<file path="config.mk">
export PLATFORM = sky130hd
export DESIGN_NAME = uart_rx_pkt_ctrl
export DESIGN_NICKNAME = d
export VERILOG_FILES = /design/src/rtl/uart_rx_pkt_ctrl_pkg.sv /design/src/rtl/uart_rx_pkt_ctrl_fifo.sv /design/src/rtl/uart_rx_pkt_ctrl.sv
export SDC_FILE = /design/constraint.sdc
export NUM_CORES = 1
export LEC_CHECK = 0
export CAP_MARGIN = 20
export CORE_AREA = 8 8 200 202
export DETAILED_ROUTE_END_ITERATION = 10
export DIE_AREA = 0 0 208 210
export PLACE_DENSITY = 0.67
export SYNTH_ARGS = -nofsm -noshare
export SYNTH_HDL_FRONTEND = slang
export SYNTH_SLANG_ARGS = --single-unit
</file>
<file path="constraint.sdc">
create_clock -name clkRx -period 4.97 [get_ports clkRx]
set_input_delay 0.497 -clock clkRx [delete_from_list [all_inputs] [get_ports clkRx]]
set_output_delay 0.497 -clock clkRx [all_outputs]
set_load 0.02 [all_outputs]
</file>
<file path="src/rtl/uart_rx_pkt_ctrl_pkg.sv">
// Shared types and constants for the UART receive packet controller.
package uart_rx_pkt_ctrl_pkg;

    // Default start-of-packet marker
    localparam logic [7:0] SYNC_BYTE_DEFAULT = 8'hA5;

    // Packet framing states
    typedef enum logic [2:0] {
        HUNT    = 3'd0,
        LEN     = 3'd1,
        PAYLOAD = 3'd2,
        CSUM    = 3'd3,
        DROP    = 3'd4
    } rxState_t;

    // Bit positions inside the error pulse vector
    localparam int ERR_CSUM    = 0;
    localparam int ERR_LEN     = 1;
    localparam int ERR_TIMEOUT = 2;
    localparam int ERR_OVF     = 3;

    // Running 8-bit checksum: plain modulo-256 sum
    function automatic logic [7:0] csumAdd(input logic [7:0] acc, input logic [7:0] b);
        csumAdd = acc + b;
    endfunction

endpackage

</file>
<file path="src/rtl/uart_rx_pkt_ctrl_fifo.sv">
// Packet FIFO with a speculative write pointer: entries become readable only
// after commit; rollback discards everything written since the last commit.
module rx_pkt_fifo #(
    parameter int DEPTH = 32
) (
    input  logic                     clkRx,
    input  logic                     resetreg,
    input  logic                     wrEn,
    input  logic [8:0]               wrData,
    input  logic                     commit,
    input  logic                     rollback,
    input  logic                     rdEn,
    output logic [8:0]               rdData,
    output logic                     rdValid,
    output logic [$clog2(DEPTH):0]   freeSpace
);
    localparam int AW = $clog2(DEPTH);
    localparam int PW = AW + 1;

    logic [8:0]    mem_r [DEPTH];
    logic [PW-1:0] specPtr_r;
    logic [PW-1:0] commitPtr_r;
    logic [PW-1:0] rdPtr_r;

    // Storage array: written at the speculative pointer
    always_ff @(posedge clkRx) begin
        if (wrEn) begin
            mem_r[specPtr_r[AW-1:0]] <= wrData;
        end
    end

    // Pointer maintenance; read and commit in the same cycle are independent
    always_ff @(posedge clkRx or posedge resetreg) begin
        if (resetreg) begin
            specPtr_r   <= {PW{1'b0}};
            commitPtr_r <= {PW{1'b0}};
            rdPtr_r     <= {PW{1'b0}};
        end else begin
            if (rollback) begin
                specPtr_r <= commitPtr_r;
            end else if (wrEn) begin
                specPtr_r <= specPtr_r + PW'(1);
            end
            if (commit) begin
                commitPtr_r <= specPtr_r;
            end
            if (rdEn && rdValid) begin
                rdPtr_r <= rdPtr_r + PW'(1);
            end
        end
    end

    assign rdValid   = (rdPtr_r != commitPtr_r);
    assign rdData    = rdValid ? mem_r[rdPtr_r[AW-1:0]] : 9'h000;
    assign freeSpace = PW'(DEPTH) - (specPtr_r - rdPtr_r);

endmodule

</file>
<file path="src/rtl/uart_rx_pkt_ctrl.sv">
// UART receive packet controller: SYNC, LEN, N payload bytes, checksum.
// Payload is staged speculatively and released only on a good checksum.
module uart_rx_pkt_ctrl
    import uart_rx_pkt_ctrl_pkg::*;
#(
    parameter logic [7:0] SYNC_BYTE    = SYNC_BYTE_DEFAULT,
    parameter int         MAX_LEN      = 16,
    parameter int         FIFO_DEPTH   = 32,
    parameter int         TIMEOUT_CLKS = 2000
) (
    input  logic       clkRx,
    input  logic       resetreg,
    input  logic [7:0] rx_byte,
    input  logic       rx_valid,
    input  logic       rx_frame_err,
    output logic [7:0] out_data,
    output logic       out_last,
    output logic       out_valid,
    input  logic       out_ready,
    output logic       err_csum,
    output logic       err_len,
    output logic       err_timeout,
    output logic       err_ovf,
    output logic [7:0] pkt_count
);
    localparam int PW = $clog2(FIFO_DEPTH) + 1;
    localparam int TW = $clog2(TIMEOUT_CLKS);

    rxState_t      state_r, stateNext_s;
    logic [7:0]    cnt_r, csumAcc_r, pktCount_r;
    logic [TW-1:0] timer_r;
    logic [3:0]    errPulse_r, errNext_s;

    logic          byteOk_s, frameDrop_s, timeout_s;
    logic          lenBad_s, lenOvf_s, csumOk_s, lastByte_s;
    logic          fifoWr_s, fifoCommit_s, fifoRollback_s, rdValid_s;
    logic [8:0]    rdData_s;
    logic [PW-1:0] freeSpace_s;
    logic [7:0]    freeSpace8_s;

    assign freeSpace8_s = 8'(freeSpace_s);
    assign byteOk_s     = rx_valid & ~rx_frame_err;
    assign frameDrop_s  = rx_valid & rx_frame_err & (state_r != HUNT);
    assign timeout_s    = ~rx_valid & (state_r != HUNT) & (timer_r == TW'(TIMEOUT_CLKS - 1));
    assign lenBad_s     = (rx_byte == 8'h00) | (rx_byte > 8'(MAX_LEN));
    assign lenOvf_s     = ~lenBad_s & (freeSpace8_s < rx_byte);
    assign lastByte_s   = (cnt_r == 8'd1);
    assign csumOk_s     = (rx_byte == csumAcc_r);

    // State register
    always_ff @(posedge clkRx or posedge resetreg) begin
        if (resetreg) begin
            state_r <= HUNT;
        end else begin
            state_r <= stateNext_s;
        end
    end

    // Next-state decode; timeout and framing errors abort any packet
    always_comb begin
        stateNext_s = state_r;
        if (timeout_s || frameDrop_s) begin
            stateNext_s = HUNT;
        end else if (byteOk_s) begin
            case (state_r)
                HUNT:    stateNext_s = (rx_byte == SYNC_BYTE) ? LEN : HUNT;
                LEN:     stateNext_s = lenBad_s ? HUNT : (lenOvf_s ? DROP : PAYLOAD);
                PAYLOAD: stateNext_s = lastByte_s ? CSUM : PAYLOAD;
                CSUM:    stateNext_s = HUNT;
                DROP:    stateNext_s = lastByte_s ? HUNT : DROP;
                default: stateNext_s = HUNT;
            endcase
        end else begin
            stateNext_s = state_r;
        end
    end

    // FIFO control and error pulse decode
    always_comb begin
        fifoWr_s       = 1'b0;
        fifoCommit_s   = 1'b0;
        fifoRollback_s = 1'b0;
        errNext_s      = 4'b0000;
        if (timeout_s) begin
            fifoRollback_s         = 1'b1;
            errNext_s[ERR_TIMEOUT] = 1'b1;
        end else if (frameDrop_s) begin
            fifoRollback_s = 1'b1;
        end else if (byteOk_s) begin
            case (state_r)
                LEN: begin
                    if (lenBad_s) begin
                        errNext_s[ERR_LEN] = 1'b1;
                    end else begin
                        errNext_s[ERR_OVF] = lenOvf_s;
                    end
                end
                PAYLOAD: fifoWr_s = 1'b1;
                CSUM: begin
                    if (csumOk_s) begin
                        fifoCommit_s = 1'b1;
                    end else begin
                        fifoRollback_s      = 1'b1;
                        errNext_s[ERR_CSUM] = 1'b1;
                    end
                end
                default: fifoWr_s = 1'b0;
            endcase
        end else begin
            fifoWr_s = 1'b0;
        end
    end

    // Datapath registers: byte counter, checksum, timeout timer, stats, pulses
    always_ff @(posedge clkRx or posedge resetreg) begin
        if (resetreg) begin
            cnt_r      <= 8'd0;
            csumAcc_r  <= 8'd0;
            timer_r    <= {TW{1'b0}};
            pktCount_r <= 8'd0;
            errPulse_r <= 4'b0000;
        end else begin
            errPulse_r <= errNext_s;
            if (rx_valid || timeout_s || (state_r == HUNT)) begin
                timer_r <= {TW{1'b0}};
            end else begin
                timer_r <= timer_r + TW'(1);
            end
            if (byteOk_s && (state_r == LEN)) begin
                cnt_r     <= lenOvf_s ? (rx_byte + 8'd1) : rx_byte;
                csumAcc_r <= rx_byte;
            end else if (byteOk_s && (state_r == PAYLOAD)) begin
                cnt_r     <= cnt_r - 8'd1;
                csumAcc_r <= csumAdd(csumAcc_r, rx_byte);
            end else if (byteOk_s && (state_r == DROP)) begin
                cnt_r <= cnt_r - 8'd1;
            end
            if (fifoCommit_s) begin
                pktCount_r <= pktCount_r + 8'd1;
            end
        end
    end

    rx_pkt_fifo #(
        .DEPTH (FIFO_DEPTH)
    ) u_fifo (
        .clkRx     (clkRx),
        .resetreg  (resetreg),
        .wrEn      (fifoWr_s),
        .wrData    ({lastByte_s, rx_byte}),
        .commit    (fifoCommit_s),
        .rollback  (fifoRollback_s),
        .rdEn      (out_ready),
        .rdData    (rdData_s),
        .rdValid   (rdValid_s),
        .freeSpace (freeSpace_s)
    );

    assign out_data    = rdData_s[7:0];
    assign out_last    = rdData_s[8];
    assign out_valid   = rdValid_s;
    assign err_csum    = errPulse_r[ERR_CSUM];
    assign err_len     = errPulse_r[ERR_LEN];
    assign err_timeout = errPulse_r[ERR_TIMEOUT];
    assign err_ovf     = errPulse_r[ERR_OVF];
    assign pkt_count   = pktCount_r;

endmodule
</file>
== Word level (Yosys, flattened, before mapping) ==
Memories as Yosys holds them, arrays and structs flattened.
Index checks and enable logic that the tools add are counted.
Cells by class
  add/sub/neg operators: 9
  magnitude comparators: 2
  equality and inequality tests: 9
  muxes and demuxes: 45
  bitwise gates (word level): 10
  reduce and logical (&&, ||, !) cells: 14
Operator list (number)
  $mux W8: 6
  $mux W1: 26
  $add A8 B1 Y8 const B: 2
  $mux W3: 5
  $add A6 B1 Y6 const B: 2
  $mux W6: 2
  $pmux W3 S4: 1
  $add A11 B1 Y11 const B: 1
  $eq A11 B11 Y1 const B: 1
  $mux W11: 1
  $mux W9: 1
  $add A8 B8 Y8: 1
  $eq A8 B1 Y1 const B: 1
  $eq A8 B8 Y1: 1
  $eq A8 B8 Y1 const B: 1
  $gt A8 B5 Y1 const B: 1
  $logic_not A8 Y1: 1
  $lt A6 B8 Y1: 1
  $sub A8 B1 Y8 const B: 1
  $and A1 B1 Y1: 6
  $eq A3 B2 Y1 const B: 2
  $mux W2: 3
  $ne A6 B6 Y1: 1
  $reduce_bool A2 Y1: 3
  10 further kinds: 18
Storage, ports and cells
  register bits after elaboration: 60
  RAM bits: 288
  output and inout bits: 22
  logic and storage cells: 99
  memories: 1
Memories
  u_fifo.mem_r: words 32, bits a word 9, read ports 1, clocked after Yosys merged registers in 0, write ports 1, RTL line uart_rx_pkt_ctrl_fifo.sv:20  | logic [8:0] mem_r [DEPTH];

== Depth between registers and ports, before layout ==
Gate-level depths: netlist of run 1.
  depth in word-level cells: 9
  gate-level depth with buffers: 18
  gate-level depth less buffers: 15

== Modules after synthesis ==
From an unflattened synthesis of run 1, not the netlist that was laid out.
Unflattened totals
  cell total of the unflattened synthesis: 940
  area, all modules: 15184.6 um2
By module, submodules not included
  rx_pkt_fifo: instances 1, cells each 629, area each 12334.3 um2, sequential area each 9098.7 um2
  uart_rx_pkt_ctrl: instances 1, cells each 311, area each 2850.2 um2, sequential area each 1051.0 um2

== Least setup slack after synthesis of run 1 ==
OpenSTA, ideal clock, no wires.
  path type: reg-to-reg
  start: register u_fifo.rdPtr_r[0]
  end: register cnt_r[3]
  data arrival time: 3.567 ns
  setup slack: 1.277 ns
  stages on the path, launching flop included: 19
  path through: dfrtp_1 > buf_2 > buf_6 > buf_2 > inv_1 > ha_1 > inv_1 > ha_1 > fa_1 > a21o_1 > a21oi_1 > xnor2_1 > ha_1 > a211o_1 > o221ai_2 > o21ai_2 > nor4_4 > xnor2_1 > a221o_1
On the way
  longest elaborated chain between the ends: 6
Ends and longest elaborated chain
  from (decl): RTL line uart_rx_pkt_ctrl_fifo.sv:23  | logic [PW-1:0] rdPtr_r;
  from (signal assigned): RTL line uart_rx_pkt_ctrl_fifo.sv:37  | rdPtr_r <= {PW{1'b0}};
  from (signal assigned): RTL line uart_rx_pkt_ctrl_fifo.sv:48  | rdPtr_r <= rdPtr_r + PW'(1);
  $sub A6 B6 Y6 (2 in series): RTL line uart_rx_pkt_ctrl_fifo.sv:55  | assign freeSpace = PW'(DEPTH) - (specPtr_r - rdPtr_r);
  $lt A6 B8 Y1: RTL line uart_rx_pkt_ctrl.sv:46  | assign lenOvf_s = ~lenBad_s & (freeSpace8_s < rx_byte);
  $and A1 B1 Y1: RTL line uart_rx_pkt_ctrl.sv:46
  $mux W8: RTL line uart_rx_pkt_ctrl.sv:130  | cnt_r <= lenOvf_s ? (rx_byte + 8'd1) : rx_byte;
  $mux W8: RTL line uart_rx_pkt_ctrl.sv:129  | if (byteOk_s && (state_r == LEN)) begin
  to (signal assigned): RTL line uart_rx_pkt_ctrl.sv:130
  to (signal assigned): RTL line uart_rx_pkt_ctrl.sv:133  | cnt_r <= cnt_r - 8'd1;
  to (signal assigned): RTL line uart_rx_pkt_ctrl.sv:136  | cnt_r <= cnt_r - 8'd1;
  to (decl): RTL line uart_rx_pkt_ctrl.sv:30  | logic [7:0] cnt_r, csumAcc_r, pktCount_r;
No other way between the ends.
A chain may end at the register's enable or synchronous reset.

== Worst setup path after layout of run 1 ==
  start: register u_fifo.rdPtr_r[1]
  end: output out_data[4]
On the way
  longest elaborated chain between the ends: 2
  elaborated cells between the ends (all ways): 3
Ends and longest elaborated chain
  $mem_v2 Z32 W9 or $ne A6 B6 Y1 (tied branches)
  $mux W9 (*): RTL line uart_rx_pkt_ctrl_fifo.sv:54  | assign rdData = rdValid ? mem_r[rdPtr_r[AW-1:0]] : 9'h000;
  to (decl): RTL line uart_rx_pkt_ctrl.sv:16  | output logic [7:0] out_data,
Every way passes the cells marked *; elsewhere a longest branch is shown, timed or not.

==> run summary, run 1 <==
In the synthesized netlist the dominant register cell turns out to be sky130_fd_sc_hd__edfxtp_1. The tool flagged a number of max-cap violations equal to 0. The logs give 0.404 for the starting utilization of the core area and 947 for the net count after synthesis. The number of enable flip-flop cells after synthesis was 288. For the number of global-route vias before repair, the log shows 8,553. The run gives 899 as the gate count after technology mapping.

The worst setup path is captured at an output pin. The analysis attributes to cell leakage a power of 5.82 nW. The congestion estimate from routability-driven global placement came to 0.778.

The kind of path behind the tightest hold check was in2async. The tools report the hold buffer count at CTS as 0. After synthesis the cells add up to 0.0149 mm². Entering global routing, the biggest net connects 57 pins. Setup repair after global routing left no endpoint under its margin.

Pin placement for this block handled 35 I/O pins. The cell class contributing the biggest share of worst-path delay is buffers and inverters. The share of layout cells above drive strength 1 is 0.192. Transition time at the pin with the least slew margin: 1.00 ns.

Number of I/O port buffers: 34. The area of the die was 0.0437 mm². The run finished with clean final reports. The number of clock buffers added by TritonCTS is 37. The CTS H-tree depth came out at 2. Ranked by total cell area, the synthesized netlist is headed by sky130_fd_sc_hd__edfxtp_1, sky130_fd_sc_hd__mux4_2, sky130_fd_sc_hd__dfrtp_1, sky130_fd_sc_hd__ha_1, sky130_fd_sc_hd__xnor2_1. The clock latency on the worst-skew pair was 0.53 ns; the combined buffer and inverter count along the critical path was 2. The post-synthesis async set-or-reset flop share is 0.172. The core outline area was 0.0370 mm². The die is 210 µm tall. The detailed router's first-iteration violation count came out at 771.

The tools report the number of warnings printed during yosys synthesis as 0. Summing over every cut layer, the via total after detailed routing is 8,355. Hold is met by 0.465 ns. The number of antenna diodes in the final layout is 0. Shortest period the worst path allows: 4.01 ns.

The layout has 3,134 filler cells. Number of antenna violations at the first check in global routing: 0. After detailed routing, the average wire length per cell comes to 23.0 µm. The final clock skew was 0.0226 ns.

The number of buffers on the longest clock path was 3; the die outline width was 208 µm. The slowest stage of the critical path belongs to the cell sky130_fd_sc_hd__a221oi_1. The critical path is of the reg2out type. The clock root buffer was sky130_fd_sc_hd__clkbuf_16.

The count of instances resized after the clock tree is built was 0. For the number of nets in the layout, the log shows 1,020. Summed over all layers, the global routing overflow is 0. The wire-length estimate of the detail-placed layout is 20,900 µm.

The overall track demand over capacity in global routing is 0.154. The synthesized design spends more area on one cell type than any other, namely sky130_fd_sc_hd__edfxtp_1. Post-route clock period utilization: 0.807. The logs give 0 for the number of max-slew violations in the final report and 0 for the setup violation total in the final timing report. For this design, the sink count on the clock tree is 348. Register cell area after layout: 0.0102 mm².

TritonCTS built the clock tree. The share of Yosys cell area claimed by the top area cell type is 0.580. The number of rows in the core area is 71, and the arrival time at the worst endpoint is 3.51 ns. The signal on the critical path passes through buf_4 -> mux4_2 -> a221oi_1 -> a211oi_1 -> clkdlybuf4s50_1. Once detail routing completed, the nets flagged for antenna violations numbered 0. Using the TritonRoute via totals, the vias-per-cell ratio works out to 5.66. STA classifies the critical path startpoint as a flip-flop.

The run gives 0.681 as the fraction of the yosys area taken by sequential cells. Most repeated cell in the gate-level netlist after synthesis: sky130_fd_sc_hd__edfxtp_1. The pre-antenna-repair detailed-routing pass consisted of 6 iterations. The first global-routing pass estimated 52,000 µm of wire. Synthesis instantiated 68 different standard cells from the library.

The headroom to the max-slew limit was 0.331. Sorting the synthesized cells by how often they occur yields sky130_fd_sc_hd__edfxtp_1, sky130_fd_sc_hd__mux4_2, sky130_fd_sc_hd__nor2_1. Of all nets on the critical path, the largest fanout is 48. The area of the multi-input gates was 0.00445 mm²; the delay of the slowest critical-path stage was 0.75 ns.

For this run, the top clock speed supported by timing is 249 MHz. Clock-pin slew was measured on the worst setup and hold paths at 0.06 ns. Power per standard cell area: 476 mW/mm². After detailed routing, the number of remaining DRC violations is 0. STA puts the critical path data required time at 4.47 ns. The average cell area after synthesis is 16.6 µm².

Adding up every negative setup slack in the final design gives 0 ns. The synthesized flop and latch total is 348. The layout-stage area growth over the synthesis result is 14.4%, and the final hold violation count is 0.

The tools report the number of setup buffers added after CTS as 0. Across the VDD grid, the largest voltage drop is 0.000258 V. After detailed routing, the total wire length is 33,900 µm.
==> report_power, final <==
part	switching [mW]	internal (mW)
Clock	1.10	1.43
Combinational	1.22	1.06
Sequential	0.0924	3.19
Total	2.42	5.69
==> per-layer routing <==
layer	up-vias	GRT usage	share of wire
met5	-	0	0
met1	4326	0.218	0.44
met3	46	0.0300	0.076
met2	308	0.242	0.47
li1	3675	-	-
met4	0	0.0458	0.021
==> path summary, 6_finish.rpt <==
| check | from | end | slack (ns) | depth (start not counted) |
|---|---|---|---|---|
| max | u_fifo.rdPtr_r[1] | out_data[4] | 0.96 | 5 |
| min | resetreg | pkt_count[6] | 0.47 | 2 |
| max reg2reg | u_fifo.rdPtr_r[0] | cnt_r[3] | 1.19 | 15 |
| min reg2reg | timer_r[0] | timer_r[0] | 0.47 | 1 |
| max in group asynchronous | resetreg | u_fifo.rdPtr_r[1] | 3.61 | 3 |
| min in group clkRx | timer_r[0] | timer_r[0] | 0.47 | 1 |
==> flip-flops by register name (all words and copies together) (netlist names) <==
| signal | flops |
|---|---|
| u_fifo.rdPtr_r | 6 |
| u_fifo.mem_r | 288 |
| pkt_count | 8 |
| cnt_r | 8 |
| state_r | 3 |
| u_fifo.commitPtr_r | 6 |
| u_fifo.specPtr_r | 6 |
| errPulse_r | 4 |
| csumAcc_r | 8 |
| timer_r | 11 |
==> stage by stage <==
stage / instances / setup WS, ns / area, µm² / util / total power, mW
after global routing: 1475 / 0.877 / 17100 / 0.462 / 8.44
after floorplan: 899 / 1.28 / 14900 / - / 4.94
after CTS: 1474 / 1.02 / 17100 / 0.461 / 8.17
after global placement: 1406 / 1.25 / 15900 / 0.431 / 5.63
final: 1475 / 0.960 / 17100 / 0.462 / 8.11
after detailed placement: 1406 / 1.20 / 15900 / 0.431 / 5.64
==> cell type report <==
cell class	count	area share
tap	474	0.0348
clock inverter	22	0.00902
sequential	348	0.595
timing repair buffer	76	0.0392
clock buffer	46	0.0563
inverter	22	0.00484
multi-input combinational	487	0.261
==> kinds of logic (layout without fill, tap and decap cells) <==
kind of cell	Yosys count	in the layout	synth area share
xor gates and xnor gates	42	42	0.0247
muxes	76	76	0.112
and+or+nand+nor	215	215	0.0740
adders and majority gates	35	35	0.0304
buffers and inverters	64	166	0.0216
AOI/OAI and AO/OA	119	119	0.0571
DFF	348	348	0.681
==> placed cells by master, fill, tap and decap left out, types with 22 or more instances in the layout <==
cell / Yosys / routed
sky130_fd_sc_hd__mux4_2: 72 / 72
sky130_fd_sc_hd__dfrtp_1: 60 / 58
sky130_fd_sc_hd__clkdlybuf4s50_1: 0 / 34
sky130_fd_sc_hd__a22oi_1: 22 / 22
sky130_fd_sc_hd__edfxtp_1: 288 / 288
sky130_fd_sc_hd__nor2_1: 67 / 67
sky130_fd_sc_hd__ha_1: 33 / 33
sky130_fd_sc_hd__nand2_1: 57 / 57
sky130_fd_sc_hd__o21ai_0: 25 / 25
sky130_fd_sc_hd__buf_4: 5 / 41
sky130_fd_sc_hd__clkbuf_16: 0 / 37
sky130_fd_sc_hd__xnor2_1: 33 / 33
Power figures use the tool's default switching activity.
==> run 2, diff against run 1 <==
--- a/config.mk
+++ b/config.mk
@@ -9,7 +9,7 @@
 export CORE_AREA = 8 8 200 202
 export DETAILED_ROUTE_END_ITERATION = 10
 export DIE_AREA = 0 0 208 210
-export PLACE_DENSITY = 0.67
+export PLACE_DENSITY = 0.69
 export SYNTH_ARGS = -nofsm -noshare
 export SYNTH_HDL_FRONTEND = slang
 export SYNTH_SLANG_ARGS = --single-unit
==> constraint.sdc (replaced) <==
create_clock -name clkRx -period 3.3 [get_ports clkRx]
set_input_delay 0.33 -clock clkRx [delete_from_list [all_inputs] [get_ports clkRx]]
set_output_delay 0.33 -clock clkRx [all_outputs]
set_load 0.02 [all_outputs]
==> run 2 against run 1 <==
Net effect: the run now ends with setup timing left; first-iteration DRC count decreased by 9.3%; core utilization increased by 1.9 points; non-clock buffer count increased by 54; largest power group unchanged; total power increased by 62%; highest routed layer unchanged; design area increased by 4.2%; critical path type is now reg2reg; clock skew increased by 0.0074 ns; critical path depth increased by 8; die area unchanged.
==> run summary, run 2 (same netlist as run 1, synthesis figures left out) <==
The tools report the antenna violation net count after detailed routing as 0 (unchanged). The run gives 0.606 (+0.275) as the headroom to the max-slew limit. The final reports fail on setup timing.

The transition time at the pin with the least slew margin is 0.591 ns (-0.409 ns). The logs give 45 (-21%) for the largest net degree at the start of global routing and 0.0370 mm² (unchanged) for the core outline area. The logs give 1 (+1) for the number of antenna violations at the first check in global routing and 8,678 (+1.5%) for the number of global-route vias before repair. The worst ir drop on vdd came out at 0.000360 V (+40%).

Final clock skew: 0.0301 ns (+0.00742 ns). Number of max-slew violations in the final report: 0 (unchanged). The run gives 0 (unchanged) as the final hold violation count. The die outline width was 208 µm (unchanged); the share of the core filled with cells was 0.481 (+0.0195). The leakage dissipation was 6.22 nW (+6.8%). The total clock buffers created by CTS was 36 (-2.7%); the CTS H-tree depth was 2 (unchanged).

Global-route wire length before repair: 52,600 µm (+1.0%). The count of boundary I/O pins is 35 (unchanged). The number of antenna diodes came out at 0 (unchanged).

Hold buffer count at CTS: 0 (unchanged). The height of the die is 210 µm (unchanged). The number of I/O port buffers came out at 34 (unchanged).

Subtracting the final worst setup slack from the clock period gives 3.32 ns. The power per standard cell area was 739 mW/mm² (+55%). TritonCTS built the clock tree. Type of element capturing the critical path: a flip-flop. Largest driver fanout on the critical path: 3 (-94%). The tools report the count of placed standard cells in the final layout, fillers left out as 1,527 (+3.5%).

The CTS sink count was 348 (unchanged); the number of flip-flops in the largest register was 288 (unchanged). The logs give 0.52 ns (about the same) for the clock latency on the worst-skew pair and 0.168 ns (-0.297 ns) for the final hold slack. For the total global routing overflow, the log shows 0 (unchanged). For the arrival time at the worst endpoint, the log shows 3.73 ns (+0.22 ns). First-pass iteration count of the detailed router: 5 (-1). The run finished, with violations left.

The post-route clock period utilization was 1.01. For the setup violation total in the final timing report, the log shows 1 (+1). The library cell used most frequently in the layout, excluding fill and tap cells, is sky130_fd_sc_hd__edfxtp_1.

The total power after layout was 13.1 mW (+62%); the number of cells in the design after placement was 1,455 (+3.5%). The number of rows in the core area was 71 (unchanged); the worst-case setup margin in the final layout was -0.0200 ns (-0.980 ns). The placement-stage worst setup slack was -0.163 ns (-1.36 ns); the overall track demand over capacity in global routing was 0.156 (+0.00193). For the number of buffers on the longest clock path, the log shows 3 (unchanged). The clock-pin transition on the worst setup and hold timing paths is 0.06 ns (about the same), and the share of layout cells above drive strength 1 is 0.249 (+0.0570).

The logs give 0.404 (unchanged) for the starting utilization of the core area and 0.0437 mm² (unchanged) for the area of the die. The tools report the max-cap check violation count as 0 (unchanged). The type of the setup path with the least slack is reg2reg.

The run gives 0.787 (+1.2%) as the placer's final routability congestion estimate. Top achievable clock speed: 301 MHz. The run gives 3.71 ns (-0.76 ns) as the required time at the worst-slack endpoint. Setup repair after global routing could not meet its margin everywhere.

The tools report the total wire length as 34,500 µm (+1.7%). The worst setup path is launched from a flip-flop. The vias after detailed routing was 8,565 (+2.5%); the DRC violations left was 0 (unchanged). The min-delay analysis places its worst path in the category in2async.

For the detailed router's first-iteration violation count, the log shows 699 (-9.3%). The library cells used most frequently in the layout, excluding fill and tap cells, are sky130_fd_sc_hd__edfxtp_1, sky130_fd_sc_hd__buf_4, sky130_fd_sc_hd__mux4_2. Relative to the synthesized area, the layout overhead comes to 19.2%. The final routed wire length divided by cell count was 22.6 µm (-1.7%).

The via density per instance is 5.61 (-0.98%), and the number of nets in the layout is 1,073 (+5.2%). The sum of net half-perimeters after detailed placement came out at 21,600 µm (+3.2%). Clock tree synthesis selected as its root buffer the cell sky130_fd_sc_hd__clkbuf_16.
[run 2: changes by cell type in the layout (fill, tap and decap cells not counted), moves of 3 or more]
| cell | delta |
|---|---|
| sky130_fd_sc_hd__buf_4 | +47 |
| sky130_fd_sc_hd__clkdlybuf4s50_1 | -9 |
| sky130_fd_sc_hd__ha_4 | +3 |
| sky130_fd_sc_hd__a22oi_1 | -6 |
| sky130_fd_sc_hd__bufinv_16 | +5 |
| sky130_fd_sc_hd__clkinv_2 | -6 |
| sky130_fd_sc_hd__dlygate4sd2_1 | +9 |
| sky130_fd_sc_hd__ha_1 | -3 |
| sky130_fd_sc_hd__a22oi_2 | +6 |
| sky130_fd_sc_hd__clkbuf_1 | -3 |
[run 2: area by class of cell]
class	instances	area, µm²
fillers	3079	19200
flip-flops and latches	348	10200
multi-input cells	487	4550
repair buffers	130	1160
clock buffers	43	948
well taps	474	593
clock inverters	23	279
inverters	22	85.1
[run 2: metrics by stage]
stage | setup TNS, ns | area (µm²)
global route | -0.238 | 17800
detailed placement | -0.476 | 16400
CTS | 0 | 17700
finish | -0.0200 | 17800
floorplan | -0.426 | 15000
global placement | -0.166 | 16400
[run 2: path summary, 6_finish.rpt]
path / startpoint / end / slack [ns] / depth (start not counted)
min in group clkRx: timer_r[0] / timer_r[0] / 0.45 / 1
worst max register to register: u_fifo.rdPtr_r[1] / cnt_r[3] / -0.02 / 13
worst min register to register: timer_r[0] / timer_r[0] / 0.45 / 1
max in group asynchronous: resetreg / u_fifo.rdPtr_r[1] / 2.35 / 3
worst min-delay path: resetreg / pkt_count[4] / 0.17 / 2
worst max-delay path: u_fifo.rdPtr_r[1] / cnt_r[3] / -0.02 / 13
[run 2: worst max-delay path, stage by stage (launching register included)]
cell and delay, ns:
sky130_fd_sc_hd__dfrtp_4 0.50, sky130_fd_sc_hd__ha_4 0.26, sky130_fd_sc_hd__ha_4 0.16, sky130_fd_sc_hd__fa_2 0.36, sky130_fd_sc_hd__a21o_1 0.17, sky130_fd_sc_hd__a21oi_2 0.14
sky130_fd_sc_hd__xnor2_1 0.13, sky130_fd_sc_hd__ha_1 0.27, sky130_fd_sc_hd__a211o_1 0.34, sky130_fd_sc_hd__a211oi_4 0.26, sky130_fd_sc_hd__o21ai_4 0.09, sky130_fd_sc_hd__nor4_4 0.15
sky130_fd_sc_hd__xnor2_1 0.09, sky130_fd_sc_hd__a221o_1 0.29
[run 2: metal layers]
metal  GRT usage  wire (µm)
met3      0.0284       2680
met2       0.256      16400
met1       0.213      14500
met5           0          0
met4      0.0448        826
[run 2: timing repair]
item | in CTS | in global routing
endpoints found under the setup margin | 14 | 8
gates cloned | 2 | 0
gates resized for setup | 24 | 4
pin swaps | 5 | 3
buffers inserted | 1 | 2
[run 2: where the power goes]
part / total, mW / internal (mW) / switching [mW]
Clock: 4.20 / 2.54 / 1.66
Combinational: 4.09 / 1.96 / 2.13
Sequential: 4.86 / 4.81 / 0.0502
Total: 13.1 / 9.31 / 3.84
==> run 3, diff against run 2 <==
--- a/config.mk
+++ b/config.mk
@@ -9,6 +9,7 @@
 export CORE_AREA = 8 8 200 202
 export DETAILED_ROUTE_END_ITERATION = 10
 export DIE_AREA = 0 0 208 210
+export GPL_TIMING_DRIVEN = 1
 export PLACE_DENSITY = 0.69
 export SYNTH_ARGS = -nofsm -noshare
 export SYNTH_HDL_FRONTEND = slang
==> results of run 3 <==
Final layout, timing and power as in run 2 (identical DEF).
==> RTL edit, RTL diff (flow settings as in run 2) <==
Re-encode `rxState_t` (5 states) as one-hot, 5 bits wide.
--- a/src/rtl/uart_rx_pkt_ctrl_pkg.sv
+++ b/src/rtl/uart_rx_pkt_ctrl_pkg.sv
@@ -5,12 +5,12 @@
     localparam logic [7:0] SYNC_BYTE_DEFAULT = 8'hA5;
 
     // Packet framing states
-    typedef enum logic [2:0] {
-        HUNT    = 3'd0,
-        LEN     = 3'd1,
-        PAYLOAD = 3'd2,
-        CSUM    = 3'd3,
-        DROP    = 3'd4
+    typedef enum logic [4:0] {
+        HUNT    = 5'b00001,
+        LEN     = 5'b00010,
+        PAYLOAD = 5'b00100,
+        CSUM    = 5'b01000,
+        DROP    = 5'b10000
     } rxState_t;
 
     // Bit positions inside the error pulse vector
Formal check against the unedited RTL: same outputs for any inputs over 4 cycles, from zero or initial values and one cycle with resetreg high; so few cycles prove little.
==> RTL edit against run 2 <==
  * The run still ends with setup timing left
  * Sequential cell count rose by 2
  * Sequential share of layout area decreased by 0.66 points
  * Routed wire length down 2.2%
  * Setup slack got worse by 35 ps
  * Via count shrank 0.75%
  * Total power rose by 7.8%
  * Area after synthesis rose by 1.3%
  * Cell area grew 1.7%
  * Synthesized cell count up 0.67%
  * Die area stayed put
  * Sequential power increased by 3%
  * Global-route usage shrank 0.42 points
  * Largest power group unchanged
==> RTL edit: results (changes against run 2) <==
outcome finished with violations (unchanged); violated checks setup timing (unchanged); register area share after synthesis 67.52% (was 68.06%); GRT Util Overall 15.20% (was 15.62%); VDD IR max 0.3619 mV (was 0.3604 mV); Final Net Count 1085 (was 1073); Synthesized Nets 953 (was 947); first-pass GRT wire length 51460 um (was 52580 um); share of layout cells above drive strength 1 27.32% (was 24.88%); Arrival @ worst endpoint 3760 ps (was 3730 ps); Flop pwr share 35.4% (was 37.0%); Post-Synth Adder-Cell Area 2.998% (was 3.037%); setup bufs post-CTS 3 (was 1); CP startpoint u_fifo.rdPtr_r[0] (was u_fifo.rdPtr_r[1]); critical path fanouts, max 6 (was 3); xor/xnor cell area share of the yosys netlist 2.551% (was 2.467%); Combinational Power 4990 uW (was 4090 uW); DRT Wirelength 33700 um (was 34480 um); WL met1 14040 um (was 14540 um); met2 wire len 17130 um (was 16430 um); reg2reg path depth 14 (was 13); initial antenna violation count 0 (was 1); cts repair resizes 54 (was 24); leading cell types by count after synthesis edfxtp_1 (288), mux4_2 (81), nor2_1 (81) (was edfxtp_1 (288), mux4_2 (72), nor2_1 (67)); DR vias/cell 5.524 (was 5.609); headroom to the max-slew limit 45.32% (was 60.57%); gpl congestion 0.8222 (was 0.7873); Leak 0.006407 uW (was 0.006216 uW); Synth area leaders edfxtp_1 (57%), mux4_2 (12%), dfrtp_1 (10%) (was edfxtp_1 (58%), mux4_2 (11%), dfrtp_1 (10%)); CTS Buf Count 37 (was 36); WL met3 1923 um (was 2677 um); met1 usage 19.36% (was 21.30%); Synth Area in Compound Gates 4.580% (was 5.705%); Clock Skew 22.72 ps (was 30.07 ps); Final setup viols 3 (was 1); drt first-iter violations 664 (was 699); post-route setup slack -54.94 ps (was -20.01 ps); dpl hpwl 21720 um (was 21610 um); Critical Path End state_r[4] (was cnt_r[3]); vias in the first global route 8624 (was 8678); post-synthesis instance total 905 (was 899)
RTL edit: stage by stage:
stage	setup slack, ps	power [uW]	TNS (ps)	hold slack [ps]
floorplan	-311.0	8239	-1541	401.0
finish	-54.94	14170	-70.42	287.6
detailed placement	-99.98	9599	-323.0	446.7
global route	-127.9	14780	-548.7	282.5
CTS	-73.11	14140	-73.11	265.6
global placement	-62.86	9553	-112.9	437.8
RTL edit: how the worst min path moves through the flow:
stage	endpoint	start	slack [ps]
4_1_cts	cnt_r[7]	rx_byte[7]	270
3_5_place_dp	timer_r[0]	timer_r[0]	450
3_3_place_gp	timer_r[0]	timer_r[0]	440
5_1_grt	cnt_r[7]	rx_byte[7]	280
6_report	pkt_count[1]	resetreg	290
2_1_floorplan	errPulse_r[2]	rx_valid	400
RTL edit: cell type report:
type                       instances  area share [%]
sequential                       350           56.46
multi-input combinational        486           26.20
timing repair buffer             137           6.747
clock buffer                      52           5.709
tap                              474           3.280
clock inverter                    15           1.066
inverter                          25          0.5329
